<file path="src/rtl/barrel_shift_arbiter.sv">
// -----------------------------------------------------------------------------
// barrel_shift_arbiter
//
// Purpose:
//   Shares one external combinational left/right barrel shifter between NREQ
//   requesters. One requester is granted at a time. Its operand, shift amount
//   and direction are registered onto the shifter inputs. The shifter output
//   is captured one cycle later and returned with the owner's index. A
//   grant/execute/done sequence means operations never overlap.
//
// Configuration:
//   SHIFT_ARB_FIXED_PRIO_EN  defined     : fixed priority, lowest index wins,
//                                          and no round-robin pointer exists.
//                            not defined : round-robin. The search starts at
//                                          the pointer and wraps NREQ-1 -> 0.
//
// Parameters:
//   WIDTH  operand width (power of 2, >= 4)
//   NREQ   number of requesters (2..8)
//   AW     shift-amount width, log2(WIDTH)
//   IW     requester-id width, log2(NREQ)
//
// Ports:
//   clk        in   clock, rising edge
//   rst_n      in   asynchronous active-low reset
//   req_valid  in   [NREQ]        per-requester request valid
//   req_ready  out  [NREQ]        one-hot grant, only in the grant cycle
//   req_data   in   [NREQ*WIDTH]  operands, requester i at [i*WIDTH +: WIDTH]
//   req_amt    in   [NREQ*AW]     shift amounts, requester i at [i*AW +: AW]
//   req_dir    in   [NREQ]        0 = left, 1 = right
//   sh_in      out  [WIDTH]       registered operand to the shifter
//   sh_sel     out  [AW]          registered shift amount to the shifter
//   sh_dir     out                registered direction to the shifter
//   sh_out     in   [WIDTH]       shifter result, combinational from sh_*
//   res_valid  out                result valid
//   res_ready  in                 result consumer ready
//   res_data   out  [WIDTH]       captured shifter result
//   res_id     out  [IW]          requester index that owns res_data
// -----------------------------------------------------------------------------
module barrel_shift_arbiter #(
   parameter  int WIDTH = 4,
   parameter  int NREQ  = 4,
   localparam int AW    = $clog2(WIDTH),
   localparam int IW    = $clog2(NREQ)
) (
   input  logic                  clk,
   input  logic                  rst_n,
   input  logic [NREQ-1:0]       req_valid,
   output logic [NREQ-1:0]       req_ready,
   input  logic [NREQ*WIDTH-1:0] req_data,
   input  logic [NREQ*AW-1:0]    req_amt,
   input  logic [NREQ-1:0]       req_dir,
   output logic [WIDTH-1:0]      sh_in,
   output logic [AW-1:0]         sh_sel,
   output logic                  sh_dir,
   input  logic [WIDTH-1:0]      sh_out,
   output logic                  res_valid,
   input  logic                  res_ready,
   output logic [WIDTH-1:0]      res_data,
   output logic [IW-1:0]         res_id
);

   typedef enum logic [1:0] {
      IDLE = 2'd0,
      EXEC = 2'd1,
      DONE = 2'd2
   } state_t;

   state_t           state_q;
   state_t           state_d;

   logic [WIDTH-1:0] data_arr [NREQ];
   logic [AW-1:0]    amt_arr  [NREQ];

   logic             any_valid;
   logic [IW-1:0]    gnt_idx;
   logic             grant;
   logic [IW-1:0]    id_q;

   // Split the flat request buses into per-requester fields. The grant mux
   // can then index by requester number.
   // NOTE: every combinational output gets a default at the top of the block,
   // so no path can leave it unassigned and infer a latch.
   always_comb begin
      for (int i = 0; i < NREQ; i++) begin
         data_arr[i] = req_data[i*WIDTH +: WIDTH];
         amt_arr[i]  = req_amt[i*AW +: AW];
      end
   end

`ifdef SHIFT_ARB_FIXED_PRIO_EN

   // Fixed priority. The scan runs from the highest index down, so the lowest
   // valid index is written last and wins.
   always_comb begin
      any_valid = 1'b0;
      gnt_idx   = '0;
      for (int i = NREQ - 1; i >= 0; i--) begin
         if (req_valid[i]) begin
            any_valid = 1'b1;
            gnt_idx   = IW'(i);
         end
      end
   end

`else

   logic [IW-1:0] ptr_q;

   // Round-robin. The search offset k = 0 maps to the pointer. The scan runs
   // from the largest offset down, so the requester nearest the pointer
   // (mod NREQ) is written last and wins. The explicit subtraction wraps the
   // index for NREQ values that are not a power of two.
   always_comb begin
      int idx;
      any_valid = 1'b0;
      gnt_idx   = '0;
      idx       = 0;
      for (int k = NREQ - 1; k >= 0; k--) begin
         idx = int'(ptr_q) + k;
         if (idx >= NREQ) idx = idx - NREQ;
         if (req_valid[idx]) begin
            any_valid = 1'b1;
            gnt_idx   = IW'(idx);
         end
      end
   end

   // The pointer moves to the slot just after the winner, so the winner has
   // the lowest priority for the next search.
   // NOTE: clocked state uses non-blocking assignments. All flops then sample
   // pre-edge values, whatever order the blocks are evaluated in.
   always_ff @(posedge clk or negedge rst_n) begin
      if (!rst_n) begin
         ptr_q <= '0;
      end else if (grant) begin
         ptr_q <= (gnt_idx == IW'(NREQ - 1)) ? '0 : gnt_idx + IW'(1);
      end
   end

`endif

   // A grant happens only in IDLE. req_ready depends on req_valid, state and
   // pointer only, and nothing feeds req_ready back into the arbiter.
   assign grant = (state_q == IDLE) && any_valid;

   always_comb begin
      req_ready = '0;
      if (grant) req_ready[gnt_idx] = 1'b1;
   end

   // --------------------------------------------------------------------------
   // Sequencing FSM: IDLE -> EXEC (shifter settles) -> DONE (hold result).
   // --------------------------------------------------------------------------
   always_ff @(posedge clk or negedge rst_n) begin
      if (!rst_n) state_q <= IDLE;
      else        state_q <= state_d;
   end

   always_comb begin
      state_d = state_q;
      unique case (state_q)
         IDLE:    if (any_valid) state_d = EXEC;
         EXEC:    state_d = DONE;
         DONE:    if (res_ready) state_d = IDLE;
         default: state_d = IDLE;
      endcase
   end

   // --------------------------------------------------------------------------
   // Shifter input registers. They load only on a grant, so the shifter sees
   // the last granted operation until the next grant.
   // --------------------------------------------------------------------------
   always_ff @(posedge clk or negedge rst_n) begin
      if (!rst_n) begin
         sh_in  <= '0;
         sh_sel <= '0;
         sh_dir <= 1'b0;
         id_q   <= '0;
      end else if (grant) begin
         sh_in  <= data_arr[gnt_idx];
         sh_sel <= amt_arr[gnt_idx];
         sh_dir <= req_dir[gnt_idx];
         id_q   <= gnt_idx;
      end
   end

   // --------------------------------------------------------------------------
   // Result registers. The shifter output is captured at the end of EXEC, when
   // sh_* has been stable for one full cycle. The result is held until the
   // consumer takes it.
   // --------------------------------------------------------------------------
   always_ff @(posedge clk or negedge rst_n) begin
      if (!rst_n) begin
         res_valid <= 1'b0;
         res_data  <= '0;
         res_id    <= '0;
      end else begin
         if (state_q == EXEC) begin
            res_valid <= 1'b1;
            res_data  <= sh_out;
            res_id    <= id_q;
         end else if ((state_q == DONE) && res_ready) begin
            res_valid <= 1'b0;
         end
      end
   end

endmodule

</file>
<file path="config.mk">
export PLATFORM = sky130hd
export DESIGN_NAME = barrel_shift_arbiter
export DESIGN_NICKNAME = d
export VERILOG_FILES = /design/src/rtl/barrel_shift_arbiter.sv
export SDC_FILE = /design/constraint.sdc
export NUM_CORES = 1
export LEC_CHECK = 0
export ABC_AREA = 1
export BUFFER_PORTS_ARGS = -buffer_cell sky130_fd_sc_hd__buf_2
export CAP_MARGIN = 20
export CORE_ASPECT_RATIO = 1.1
export CORE_MARGIN = 2
export CORE_UTILIZATION = 25
export CTS_BUF_LIST = sky130_fd_sc_hd__clkbuf_16
export CTS_CLUSTER_SIZE = 40
export DETAILED_ROUTE_END_ITERATION = 10
export PLACE_DENSITY = 0.48
export SYNTH_ARGS = -nofsm -noshare
export SYNTH_HDL_FRONTEND = slang
export SYNTH_SLANG_ARGS = --single-unit
</file>
<file path="constraint.sdc">
create_clock -name clk -period 2.03 [get_ports clk]
set_input_delay 0.203 -clock clk [delete_from_list [all_inputs] [get_ports clk]]
set_output_delay 0.203 -clock clk [all_outputs]
set_load 0.05 [all_outputs]
</file>
==> summary.md <==
| Metric | Value |
|---|---|
| Max cap viols | `0` |
| PnR worst setup slack | `-0.07513 ns` |
| Crit path kind | `flip-flop to output pin` |
| Final Max Tran Viols | `0` |
| Clk slew on worst S/H paths | `0.06 ns` |
| Finish-stage setup viols | `4` |
| Routed WL | `3.662 mm` |
| First-pass GRT wire length | `5.927 mm` |
| GP Congestion | `0.7135` |
| CP Launch Type | `flip-flop` |
| DRT Pass-1 Iters | `4` |
| DIE AREA | `5846 µm²` |
| Iteration-0 DRC Markers | `25` |
| Register area | `503.0 µm²` |
| CORE AREA | `5034 µm²` |
| Total GRT Usage | `12.87%` |
| Post-synthesis sequential area ratio | `38.13%` |
| Syn Inst Count | `195` |
| Yosys reg bits | `20` |
| Final Hold Fails | `0` |
| CTS buffer count | `3` |
| Worst Path Required | `1.83 ns` |
| Final #Nets | `322` |
| RSZ-0062 raised after global routing | `true` |
| HP Class | `primary input to flip-flop` |
| Crit path max fanout | `6` |
| Initial core utilization | `26.08%` |
| Fraction of layout instances using a drive strength above 1 | `46.62%` |
| TritonCTS clock tree | `yes` |
| Fin area | `2211 µm²` |
| Final setup TNS | `-0.1677 ns` |
| Synth unique cells | `19` |
| Crit path time final | `2.105 ns` |
| Boundary Pins | `57` |
| Detail Route Antenna Nets | `0` |
| Die height | `80.00 µm` |
| Avg WL per Cell | `10.80 µm` |
| Critical Path AT | `1.90 ns` |
| Initial antenna violation count | `0` |
| Cell area after synthesis | `1313 µm²` |
| Via count | `1,445` |
| Worst-Margin Slew | `0.4676 ns` |
| Mean post-synth cell area | `6.731 µm²` |
| DR DRC count | `0` |
| Largest net degree at the start of global routing | `21` |
| Setup Skew | `0.003628 ns` |
| Die width | `73.09 µm` |
| Total grt overflow | `0` |
| Crit path capture type | `output pin` |
| Hold path start | `res_ready` |
| Status | `finished with violations` |
| Rel. slew slack | `68.82%` |
| H-tree depth | `1` |
| Detailed Place HPWL | `2.581 mm` |
| Mapped Nets | `235` |
| Number of clock sinks | `20` |
| Via density | `4.263` |
| Max frequency | `0.4750 GHz` |
| Failing checks | `setup timing` |
| R2R Path Start | `ptr_q[0]$_DFFE_PN0P_` |
| IO buf count | `56` |
| Dpl cell area | `1735 µm²` |
| Root buf cell | `clkbuf_16` |
| Area of the multi-input gates | `794.5 µm²` |
| Worst-case clock buffer depth | `2` |
| Vias in the first global route | `1,370` |
| YS warnings | `0` |
| Fillers | `524` |
| Worst Setup SP | `ptr_q[0]$_DFFE_PN0P_` |
| Worst skew pair latency | `0.26 ns` |
| Syn-to-layout area delta | `68.45%` |
| Final worst path period share | `103.7%` |
| Row count | `27` |
| ANT cells | `0` |
timing repair:
action	in CTS	in global routing
endpoints found under the setup margin	4	7
pin swaps	18	17
cloned	0	1
hold buffers	1	0
endpoints found under the hold margin	20	0
buffers inserted	11	4
gates resized for setup	41	20
critical path, cell delays in order (launching register included):
cell and delay [ns]:
dfrtp_2 0.45, buf_8 0.17, o21ai_4 0.19, nand2_2 0.11, nand3_4 0.11, nand3_4 0.09
nand2_4 0.11, ha_4 0.13, inv_2 0.04, nor2_4 0.09, buf_8 0.15
cell type report:
cell class	count	area share (%)
clock buffers	3	3.396
clock inverters	1	1.358
inverters	37	6.508
multi-input cells	133	35.94
flip-flops and latches	20	22.75
well taps	58	3.282
repair buffers	87	26.77
layer usage:
metal	track usage, %	part of all wire, %	vias up
met5	0	0	-
met4	4.444	1.5	0
met3	1.641	3.5	4
met2	22.70	51	34
met1	15.79	44	640
li1	-	-	767
Yosys cell counts (all sizes together):
cell type | instances | share of area, %
o211ai | 4 | 2.3
o21ai | 12 | 5.1
clkbuf | 1 | 0.29
buf | 4 | 3.0
inv | 37 | 11
or2 | 4 | 1.9
dfrtp | 20 | 38
nor2 | 11 | 3.5
nand2 | 72 | 22
xnor2 | 1 | 0.67
ha | 1 | 0.95
nand3 | 28 | 11
cell usage in the layout (no fill, tap or decap), types with 2 or more instances in the layout:
cell / synthesis / final
nand2_4: 2 / 4
nand2_1: 68 / 58
nand2_2: 2 / 10
buf_8: 0 / 5
clkbuf_16: 0 / 4
nor2_2: 2 / 4
or2_1: 4 / 4
inv_1: 37 / 32
nand3_2: 2 / 5
nor2_1: 9 / 4
o21ai_4: 0 / 3
buf_2: 1 / 52
dfrtp_2: 0 / 2
nor2_4: 0 / 3
nand3_1: 26 / 21
buf_6: 3 / 3
inv_2: 0 / 3
buf_4: 0 / 25
inv_4: 0 / 2
o211ai_1: 4 / 4
o21ai_0: 9 / 8
dfrtp_1: 20 / 18
nand3_4: 0 / 2
flip-flops by register name, summed over array words and instances, names as in the netlist:
signal and cells:
res_id 2, sh_in 4, res_data 4, sh_dir 1
id_q 2, res_valid 1, sh_sel 2, ptr_q 2
state_q 2
path summary, 6_finish.rpt:
check / to / slack (ns) / depth (start not counted)
worst max-delay path: req_ready[3] / -0.08 / 10
worst min-delay path: state_q[1]$_DFFE_PN0P_ / 0.15 / 2
worst max register to register: sh_in[0]$_DFFE_PN0P_ / 0.06 / 14
worst min register to register: res_data[1]$_DFFE_PN0P_ / 0.46 / 2
max in group asynchronous: ptr_q[0]$_DFFE_PN0P_ / 1.25 / 2
min in group asynchronous: res_data[2]$_DFFE_PN0P_ / 0.43 / 2
through the flow:
stage | hold slack (ns) | setup WS, ns | util, % | cells
finish | 0.1479 | -0.07513 | 43.92 | 339
global route | 0.1580 | -0.1446 | 43.92 | 339
CTS | 0.1517 | -0.05197 | 41.01 | 334
detailed placement | 0.1975 | -0.07314 | 34.48 | 318
global placement | 0.1938 | -0.05067 | 34.48 | 318
floorplan | -0.09259 | -0.1089 | - | 195
cells by family after synthesis:
kind of cell             share of synthesized area (%)
AND/OR/NAND/NOR                                  38.99
flip-flops                                       38.13
AO/OA/AOI/OAI                                    7.435
adder cells (fa/ha/maj)                         0.9531
buffers and inverters                            13.82
XOR/XNOR                                        0.6674
Power is not shown: default switching activity piles up to over one toggle a cycle in this logic, so the estimate is an artifact.
